### config.mk
export PLATFORM = sky130hd
export DESIGN_NAME = vending_machine
export DESIGN_NICKNAME = d
export VERILOG_FILES = /design/src/rtl/vending_machine.sv
export SDC_FILE = /design/constraint.sdc
export NUM_CORES = 1
export LEC_CHECK = 0
export ABC_AREA = 0
export BUFFER_PORTS_ARGS = -buffer_cell sky130_fd_sc_hd__buf_2
export CORE_MARGIN = 2
export CORE_UTILIZATION = 59
export DETAILED_ROUTE_END_ITERATION = 10
export HOLD_SLACK_MARGIN = 0.12
export PLACE_DENSITY_LB_ADDON = 0.2
export SYNTH_ARGS = -nofsm -noshare
export SYNTH_HDL_FRONTEND = slang
export SYNTH_SLANG_ARGS = --single-unit
### constraint.sdc
create_clock -name clock -period 4.9 [get_ports clock]
set_input_delay 0.98 -clock clock [delete_from_list [all_inputs] [get_ports clock]]
set_output_delay 0.98 -clock clock [all_outputs]
set_load 0.01 [all_outputs]
### src/rtl/vending_machine.sv
// Nickel/dime vending controller: latches price on the first coin, pulses dispense, then returns change.
// Optional idle refund is enabled by defining VM_TIMEOUT_EN.
module vending_machine #(
  parameter int PRICE_BASE     = 2,
  parameter int TIMEOUT_CYCLES = 64
) (
  input  logic       clock,
  input  logic       reset,
  input  logic [3:0] item_number,
  input  logic       nickel_in,
  input  logic       dime_in,
  output logic       nickel_out,
  output logic       dispense
);
  typedef enum logic [1:0] {IDLE, COLLECT, DISP, CHANGE} state_t;

  state_t     state;
  logic [4:0] credit, price, chg;
  logic [1:0] coin;
  logic [4:0] change, eff_price, sum;
  logic       fresh, take, paid;

`ifdef VM_TIMEOUT_EN
  localparam int TW = $clog2(TIMEOUT_CYCLES) + 1;
  logic [TW-1:0] tmr;
`endif

  // coin value in nickels is exactly {dime, nickel}: 1, 2 or 3
  assign coin   = {dime_in, nickel_in};
  assign change = credit - price;

  // fresh = the FSM is at IDLE or leaving for IDLE on this edge, so a coin starts a new transaction
  always_comb begin
    fresh     = (state == IDLE) ||
                (state == DISP && change == 5'd0) ||
                (state == CHANGE && chg <= 5'd1);
    take      = (coin != 2'd0) && (fresh || state == COLLECT);
    eff_price = fresh ? 5'(item_number) + 5'(PRICE_BASE) : price;
    sum       = (fresh ? 5'd0 : credit) + 5'(coin);
    paid      = sum >= eff_price;
  end

  always_ff @(posedge clock) begin
    if (reset) begin
      state      <= IDLE;
      credit     <= '0;
      price      <= '0;
      chg        <= '0;
      nickel_out <= 1'b0;
      dispense   <= 1'b0;
`ifdef VM_TIMEOUT_EN
      tmr        <= '0;
`endif
    end else begin
      nickel_out <= 1'b0;
      dispense   <= 1'b0;
      if (take) begin
        price  <= eff_price;
        credit <= sum;
        chg    <= '0;
`ifdef VM_TIMEOUT_EN
        tmr    <= '0;
`endif
        if (paid) begin
          state    <= DISP;
          dispense <= 1'b1;
        end else begin
          state <= COLLECT;
        end
      end else begin
        case (state)
          IDLE: begin
            credit <= '0;
          end
          COLLECT: begin
`ifdef VM_TIMEOUT_EN
            if (tmr == TW'(TIMEOUT_CYCLES - 1)) begin
              state      <= CHANGE;
              chg        <= credit;
              credit     <= '0;
              nickel_out <= 1'b1;
              tmr        <= '0;
            end else begin
              tmr <= tmr + 1'b1;
            end
`endif
          end
          DISP: begin
            if (change != 5'd0) begin
              state      <= CHANGE;
              chg        <= change;
              nickel_out <= 1'b1;
            end else begin
              state <= IDLE;
            end
            credit <= '0;
          end
          CHANGE: begin
            if (chg > 5'd1) begin
              chg        <= chg - 5'd1;
              nickel_out <= 1'b1;
            end else begin
              chg   <= '0;
              state <= IDLE;
            end
            credit <= '0;
          end
          default: state <= IDLE;
        endcase
      end
    end
  end
endmodule

==> flow_summary.toml, run 1 <==
[drt]
drc = 0
drt_iter0_markers = 51
wirelength_um = 3410
vias_per_cell = 6.19
dr.pass1.iters = 4
ant_nets = 0
vias = 1369
wl_per_cell_um = 15.4

[synth]
seq_area_frac_synth_pct = 26.1
async_reset_ff_share_pct = 0
syn_area_um2 = 1460
syn_nets = 206
syn_avg_cell_area_um2 = 8.00
yosysWarnings = 0
synth_edf_count = 0
synth_cell_types = 45
syn_inst = 182
ys_ff_latch = 19
synth_ff_type = "dfxtp_1"

[cells_and_area]
layout.cells.non_filler = 221
diodes = 0
final_nets = 216
final_cell_mix = "19 x dfxtp_1, 17 x nor2_1, 16 x a21oi_1, 15 x nand2_1"
layout_commonest_cell = "dfxtp_1"
syn_to_final_growth_pct = 6.53
drive_above_1_share_pct = 13.1

[floorplanning]
dieHeight_um = 53.7
std_cell_rows = 18
die_area_um2 = 2880
core_um2 = 2410
die-width_um = 53.7
ioPinCount = 10
start_util_pct = 60.4

[clock_network]
clockRootBuffer = "clkbuf_4"
ctsHtreeMaxLevel = 1
cts_num_sinks = 19
hold_buffers = 0
cts_buffers = 3
cts_tree = "yes"
cts.clk_slew.worst_paths_ns = 0.12
ctsResizeCount = 0
clk_latency_ns = 0.30
cts_buffer_depth = 2
postCtsSetupRepairBufs = 0

[timing]
tightest_slew_ns = 0.672
fin_setup_tns_ns = 0
finClkSkew_ns = 0.0122
timing.hold.ws_ns = 0.479
max_freq_mhz = 228
final-hold-violation-count = 0
drv_slew = 0
setup_slack_ns = 0.523
rsz0062_at_grt = "no"
setup_viol = 0
timing.final.crit_share_pct = 89.3
max_slew_margin_pct = 55.0
layout_min_cycle_time_ns = 4.38

[setup_path]
crit_chain = "inv_1 > ha_1 > fa_1 > nand2b_1 > a21oi_2 > xor2_1 > a21oi_2 > nor2_4 > nor2_1 > ha_1 > fa_1 > inv_1 > xnor2_1 > ha_1 > a211oi_1 > o21bai_1 > a21oi_1 > nor3_1 > or2_2"
r2r_cells = 19
slowest_delay_ns = 0.41
cpMostUsedCell = "ha_1"
required_ns = 5.09
regToRegStartpoint = "credit[0]$_SDFFE_PP0P_"
crit_start = "credit[0]$_SDFFE_PP0P_"
path_class = "reg -> reg"
ff2ff_setup_slack_ns = 0.52
worstPathMaxFanout = 10
start_kind = "register"
end_kind = "register"
cp.arrival_ns = 4.57
reg2reg_to = "state[1]$_SDFFE_PP0P_"
crit_end = "state[1]$_SDFFE_PP0P_"
cpMaxStageDelayCell = "fa_1"

[power]
irDropWorstVdd_uv = 306
power_mw = 0.703
pwr_density_cell_nw_per_um2 = 453
p_leak_nw = 0.627

[outcome]
status = "finished clean"

[grt]
gr-total-overflow = 0
grt_pass1_wl_um = 5360
antenna_found_initial = 0
grt_pass1_vias = 1210
grt_max_degree = 17
grt_usage_pct = 25.7

[placement]
numPortBuffers = 9
dpl.cell_count = 217
hpwl_um = 2590
place_ws_ns = 0.717
place.gp.congestion = 0.830

[flow_run]
drv_cap = 0

[worst_hold_path]
hp-class = "reg -> reg"
==> how the worst min path moves through the flow <==
| stage | startpoint | slack [ns] | depth (start not counted) | endpoint |
|---|---|---|---|---|
| 6_report | credit[0]$_SDFFE_PP0P_ | 0.48 | 2 | credit[0]$_SDFFE_PP0P_ |
| 5_1_grt | credit[0]$_SDFFE_PP0P_ | 0.51 | 2 | credit[0]$_SDFFE_PP0P_ |
| 4_1_cts | credit[0]$_SDFFE_PP0P_ | 0.48 | 2 | credit[0]$_SDFFE_PP0P_ |
| 3_5_place_dp | credit[0]$_SDFFE_PP0P_ | 0.47 | 2 | credit[0]$_SDFFE_PP0P_ |
| 3_3_place_gp | credit[0]$_SDFFE_PP0P_ | 0.44 | 2 | credit[0]$_SDFFE_PP0P_ |
| 2_1_floorplan | credit[0]$_SDFFE_PP0P_ | 0.43 | 2 | credit[0]$_SDFFE_PP0P_ |
==> area by class of cell <==
class | instances | area [um2]
Fill cell | 213 | 858
Tap cell | 30 | 37.5
Timing Repair Buffer | 9 | 45.0
Clock buffer | 3 | 22.5
Inverter | 14 | 52.6
Multi-Input combinational cell | 145 | 1010
Clock inverter | 1 | 5.00
Sequential cell | 19 | 380
==> synthesized netlist by cell type, drive strengths merged, types with 3 or more instances <==
master  instances  area, um2
or3             3       23.8
nand2          15       56.3
nor3            6       30.0
o31ai           7       57.6
inv            14       52.6
clkbuf          3       11.3
xor2            5       51.3
a21oi          18       97.6
nand3           5       25.0
ha             14        175
dfxtp          19        380
nor2           18       75.1
xnor2           4       35.0
o21ai          13       72.6
a31oi           4       25.0
nand4           4       25.0
mux2i           3       30.0
==> critical path: cells and delay by family, from the launching register on <==
kind	cells	cell delay, ns
compound gates	5	0.97
flops	1	0.36
xor+xnor	2	0.34
simple gates	5	0.93
fa+ha+maj	5	1.49
buf+inv	2	0.17
==> power by group <==
part	switching (mW)	internal, mW
combinational	0.239	0.156
clock	0.0515	0.0304
sequential	0.0430	0.183
==> cells by family (layout without fill, tap and decap cells) <==
| group | Yosys count | count (layout) | share of synthesized area (%) |
|---|---|---|---|
| multiplexers | 4 | 4 | 3.09 |
| flip-flops | 19 | 19 | 26.1 |
| buffers and inverters | 18 | 27 | 4.64 |
| AO/OA/AOI/OAI | 52 | 52 | 23.2 |
| AND/OR/NAND/NOR | 64 | 64 | 22.2 |
| XOR/XNOR | 9 | 9 | 5.93 |
| adder cells (fa/ha/maj) | 16 | 16 | 14.8 |
==> per-layer routing <==
layer  vias to the layer above  GRT usage (%)  part of all wire, %
met5                         -              0                    0
met4                         0           5.56                  1.1
met3                         4           3.33                  5.0
met2                        50           47.4                   48
met1                       640           31.4                   45
li1                        675              -                    -
==> through the flow <==
stage               area, um2  util (%)
floorplan                1460         -
global placement         1520      63.2
detailed placement       1520      63.2
CTS                      1550      64.4
global route             1550      64.4
finish                   1550      64.4
==> registers in the layout, indices dropped and copies added (netlist names) <==
| register | flops |
|---|---|
| nickel_out | 1 |
| dispense | 1 |
| state | 2 |
| price | 5 |
| credit | 5 |
| chg | 5 |
Note: power is estimated with default switching activity, not from simulation.
==> run 2, diff against run 1 <==
--- a/config.mk
+++ b/config.mk
@@ -7,8 +7,11 @@
 export LEC_CHECK = 0
 export ABC_AREA = 0
 export BUFFER_PORTS_ARGS = -buffer_cell sky130_fd_sc_hd__buf_2
+export CELL_PAD_IN_SITES_DETAIL_PLACEMENT = 1
+export CELL_PAD_IN_SITES_GLOBAL_PLACEMENT = 1
+export CORE_ASPECT_RATIO = 2
 export CORE_MARGIN = 2
-export CORE_UTILIZATION = 59
+export CORE_UTILIZATION = 45
 export DETAILED_ROUTE_END_ITERATION = 10
 export HOLD_SLACK_MARGIN = 0.12
 export PLACE_DENSITY_LB_ADDON = 0.2
==> run 2 against run 1 <==
Effect of this change: clock power rose by 40%; clock-buffer cell count unchanged; maximum frequency is 1.2% higher; combinational power up 2%; wire length is 21% higher; sequential cell count unchanged; critical path depth rose by 1; die area grew 30%; final cell count grew 0.45%; via count up 1.4%; sequential power hardly changed; core utilization shrank 14 points; critical path type unchanged; highest routed layer unchanged.
==> flow_summary.toml, run 2 (same netlist as run 1, synthesis figures left out) <==
[cells_and_area]
final_cell_mix = "19 x dfxtp_1, 17 x nor2_1, 16 x a21oi_1, 15 x nand2_1"
syn_to_final_growth_pct = 7.90
final_nets = 216
drive_above_1_share_pct = 13.1
largestRegisters = "chg x5, credit x5, price x5"
fin_area_um2 = 1570
diodes = 0
multiInputGateArea_um2 = 1010
layout.cells.non_filler = 222
fill_cells = 411
layout_commonest_cell = "dfxtp_1"
seqCellArea_um2 = 380

[floorplanning]
ioPinCount = 10
die_area_um2 = 3740
die-width_um = 44.2
start_util_pct = 46.7
core_um2 = 3120
std_cell_rows = 29
dieHeight_um = 84.5

[grt]
grt_pass1_wl_um = 6860
grt_pass1_vias = 1496
grt_max_degree = 17
antenna_found_initial = 0
gr-total-overflow = 0
grt_usage_pct = 24.8

[power]
swShare_pct = 47.0
pwr_density_cell_nw_per_um2 = 475
combPwrFrac_pct = 53.9
p_leak_nw = 0.635
power_frac_seq_pct = 30.7
switchingPower_mw = 0.351
power_frac_clock_pct = 15.4
internal_power_mw = 0.395
irDropWorstVdd_uv = 260
power_mw = 0.746

[setup_path]
worstPathMaxFanout = 10
required_ns = 5.05
crit_chain = "inv_1 > ha_1 > fa_1 > xor2_1 > and3_1 > o21a_1 > a21oi_2 > nor2_4 > nor2_1 > ha_1 > a21oi_1 > nor2_1 > xnor2_1 > nor2_1 > ha_1 > o21ai_0 > o21bai_1 > a21oi_1 > nor3_1 > or2_2"
cp.arrival_ns = 4.47
path_delay_family = "adder cells"
end_kind = "register"
ff2ff_setup_slack_ns = 0.58
path_class = "reg -> reg"
slowest_delay_ns = 0.39
crit_buf_inv = 1
cpMaxStageDelayCell = "fa_1"
start_kind = "register"

[flow_run]
drv_cap = 0

[drt]
vias = 1388
drc = 0
wirelength_um = 4130
vias_per_cell = 6.25
drt_iter0_markers = 25
ant_nets = 0
dr.pass1.iters = 4
wl_per_cell_um = 18.6

[clock_network]
cts_buffer_depth = 2
cts_buffers = 3
ctsResizeCount = 0
cts.clk_slew.worst_paths_ns = 0.08
hold_buffers = 0
postCtsSetupRepairBufs = 0
clk_latency_ns = 0.27
ctsHtreeMaxLevel = 1
clockRootBuffer = "clkbuf_8"
cts_num_sinks = 19
cts_tree = "yes"

[timing]
finClkSkew_ns = 0.0136
timing.final.crit_share_pct = 88.2
drv_slew = 0
tightest_slew_ns = 0.726
max_slew_margin_pct = 51.4
rsz0062_at_grt = "no"
layout_min_cycle_time_ns = 4.32
timing.hold.ws_ns = 0.464
final-hold-violation-count = 0
setup_viol = 0
fin_setup_tns_ns = 0
max_freq_mhz = 231

[placement]
numPortBuffers = 9
place_area_um2 = 1530
place.gp.congestion = 0.843
dpl.cell_count = 218
hpwl_um = 3410

[worst_hold_path]
hp-class = "reg -> reg"

[outcome]
status = "finished clean"
run 2: cell count changes in the layout (fill, tap and decap cells not counted):
cell	before	now
clkbuf_4	3	0
clkbuf_8	0	3
run 2: area by class of cell:
cell class                 count  area share (%)
inverter                      14            3.34
clock inverter                 1           0.318
timing repair buffer           9            2.87
tap                           31            2.47
multi-input combinational    145            64.2
clock buffer                   3            2.63
sequential                    19            24.2
run 2: worst paths after layout:
kind / start / to / cells past startpoint
setup / recovery: credit[0]$_SDFFE_PP0P_ / state[1]$_SDFFE_PP0P_ / 20
hold / removal: credit[0]$_SDFFE_PP0P_ / credit[0]$_SDFFE_PP0P_ / 2
setup reg to reg: credit[0]$_SDFFE_PP0P_ / state[1]$_SDFFE_PP0P_ / 20
hold reg to reg: credit[0]$_SDFFE_PP0P_ / credit[0]$_SDFFE_PP0P_ / 2
run 2: per-stage QoR:
| stage | worst slack [ns] | util, % |
|---|---|---|
| finish | 0.576 | 50.4 |
| global route | 0.211 | 50.4 |
| CTS | 0.589 | 50.4 |
| detailed placement | 0.650 | 48.9 |
| global placement | 0.790 | 48.9 |
| floorplan | 1.09 | - |
run 2: routing by layer:
layer	GRT usage, %	wire [um]	vias up
met1	23.0	1360	665
met2	47.7	2450	31
met5	0	0	-
met4	13.5	215	0
met3	3.01	99	18
li1	-	-	674
run 2: worst min-delay path, cell delays in order (launching register included):
cell	delay, ns
dfxtp_1	0.32
nand2_1	0.05
o21ai_1	0.05
run 2: power groups by stage:
stage	Sequential (mW)	Clock, mW	Combinational [mW]
after floorplan	0.209	0	0.314
after global placement	0.228	0	0.384
after detailed placement	0.232	0	0.400
after CTS	0.229	0.117	0.405
after global routing	0.233	0.121	0.457
final	0.229	0.115	0.402
==> run 3, diff against run 2 <==
--- a/config.mk
+++ b/config.mk
@@ -11,7 +11,7 @@
 export CELL_PAD_IN_SITES_GLOBAL_PLACEMENT = 1
 export CORE_ASPECT_RATIO = 2
 export CORE_MARGIN = 2
-export CORE_UTILIZATION = 45
+export CORE_UTILIZATION = 30
 export DETAILED_ROUTE_END_ITERATION = 10
 export HOLD_SLACK_MARGIN = 0.12
 export PLACE_DENSITY_LB_ADDON = 0.2
==> run 3 against run 2 <==
Effect of this change: combinational power about the same; die area up 46%; sequential power about the same; critical endpoint unchanged; largest cell class unchanged.
==> flow_summary.toml, run 3 (same netlist as run 1, synthesis figures left out) <==
[outcome]
status = "finished clean"

[grt]
grt_usage_pct = 18.1
antenna_found_initial = 0
gr-total-overflow = 0
grt_pass1_vias = 1441
grt_max_degree = 17
grt_pass1_wl_um = 7140

[timing]
setup_viol = 0
fin_setup_tns_ns = 0
timing.hold.ws_ns = 0.452
rsz0062_at_grt = "no"
layout_min_cycle_time_ns = 4.30
max_freq_mhz = 232
max_slew_margin_pct = 51.3
drv_slew = 0
finClkSkew_ns = 0.00645
timing.final.crit_share_pct = 87.8
setup_slack_ns = 0.597
tightest_slew_ns = 0.723
final-hold-violation-count = 0

[power]
irDropWorstVdd_uv = 204
pwr_density_cell_nw_per_um2 = 467
p_leak_nw = 0.640

[cells_and_area]
largestRegisters = "chg x5, credit x5, price x5"
layout_commonest_cell = "dfxtp_1"
drive_above_1_share_pct = 13.5
final_nets = 217
multiInputGateArea_um2 = 1010
fill_cells = 602
seqCellArea_um2 = 380
final_cell_mix = "19 x dfxtp_1, 17 x nor2_1, 16 x a21oi_1, 15 x nand2_1"
layout.cells.non_filler = 247
diodes = 0
syn_to_final_growth_pct = 10.5

[clock_network]
clockRootBuffer = "clkbuf_8"
ctsHtreeMaxLevel = 1
postCtsSetupRepairBufs = 0
cts_tree = "yes"
cts.clk_slew.worst_paths_ns = 0.09
clk_latency_ns = 0.26
cts_buffer_depth = 2
cts_buffers = 3
ctsResizeCount = 0
cts_num_sinks = 19
hold_buffers = 0

[drt]
ant_nets = 0
drt_iter0_markers = 17
vias_per_cell = 5.46
wirelength_um = 4270
vias = 1349
dr.pass1.iters = 4
wl_per_cell_um = 17.3
drc = 0

[flow_run]
drv_cap = 0

[floorplanning]
core_um2 = 4640
die_area_um2 = 5460
std_cell_rows = 35
start_util_pct = 31.4
ioPinCount = 10
die-width_um = 53.3
dieHeight_um = 103

[placement]
numPortBuffers = 9
place_ws_ns = 0.661
dpl.cell_count = 243
hpwl_um = 3540
place.gp.congestion = 0.794

[setup_path]
worstPathMaxFanout = 10
required_ns = 5.05
path_class = "reg -> reg"
cpMaxStageDelayCell = "fa_1"
slowest_delay_ns = 0.41
cp.arrival_ns = 4.46
end_kind = "register"
start_kind = "register"
crit_chain = "inv_1 > ha_1 > fa_1 > nand2b_1 > a21oi_2 > xor2_1 > a21oi_2 > nor2_4 > nor2_1 > ha_1 > fa_1 > inv_1 > xnor2_1 > ha_1 > o21ai_0 > o21bai_1 > a21oi_1 > nor3_1 > or2_2"
cpMostUsedCell = "ha_1"

[worst_hold_path]
hp-class = "reg -> reg"
==> run 3: critical path, delay by kind of cell, from the launching register on <==
kind                       cells  cell delay [ns]
and+or+nand+nor                5             0.90
adders and majority gates      5             1.49
DFF                            1             0.33
AOI/OAI and AO/OA              5             0.88
xor gates and xnor gates       2             0.41
buffers and inverters          2             0.18
==> run 3: layout make-up <==
class | count | area share [%]
repair buffers | 10 | 3.27
clock inverters | 1 | 0.311
well taps | 55 | 4.28
flip-flops and latches | 19 | 23.6
clock buffers | 3 | 2.57
multi-input cells | 145 | 62.7
inverters | 14 | 3.27
==> run 3: per-layer routing <==
layer | up-vias | track usage [%] | routed length (um) | part of all wire [%]
met5 | - | 0 | 0 | 0
met3 | 6 | 1.30 | 36 | 0.84
li1 | 673 | - | - | -
met2 | 11 | 35.6 | 2560 | 60
met1 | 659 | 18.4 | 1570 | 37
met4 | 0 | 7.50 | 98 | 2.3
==> run 3: power breakdown <==
group          switching [mW]  internal [mW]  total (mW)
Sequential             0.0447          0.183       0.228
Combinational           0.249          0.156       0.405
Clock                  0.0617         0.0568       0.118
==> run 3: worst paths after layout <==
path	startpoint	cells after the start	end	slack [ns]
hold reg to reg	credit[0]$_SDFFE_PP0P_	2	credit[0]$_SDFFE_PP0P_	0.45
setup / recovery	credit[0]$_SDFFE_PP0P_	19	state[1]$_SDFFE_PP0P_	0.60
setup reg to reg	credit[0]$_SDFFE_PP0P_	19	state[1]$_SDFFE_PP0P_	0.60
hold / removal	credit[0]$_SDFFE_PP0P_	2	credit[0]$_SDFFE_PP0P_	0.45
==> run 3: through the flow <==
| step | area, um2 | total power, mW | util, % |
|---|---|---|---|
| 6_report | 1610 | 0.751 | 34.7 |
| 5_1_grt | 1610 | 0.820 | 34.7 |
| 4_1_cts | 1610 | 0.760 | 34.7 |
| 3_5_place_dp | 1560 | 0.637 | 33.7 |
| 3_3_place_gp | 1560 | 0.625 | 33.7 |
| 2_1_floorplan | 1460 | 0.523 | - |
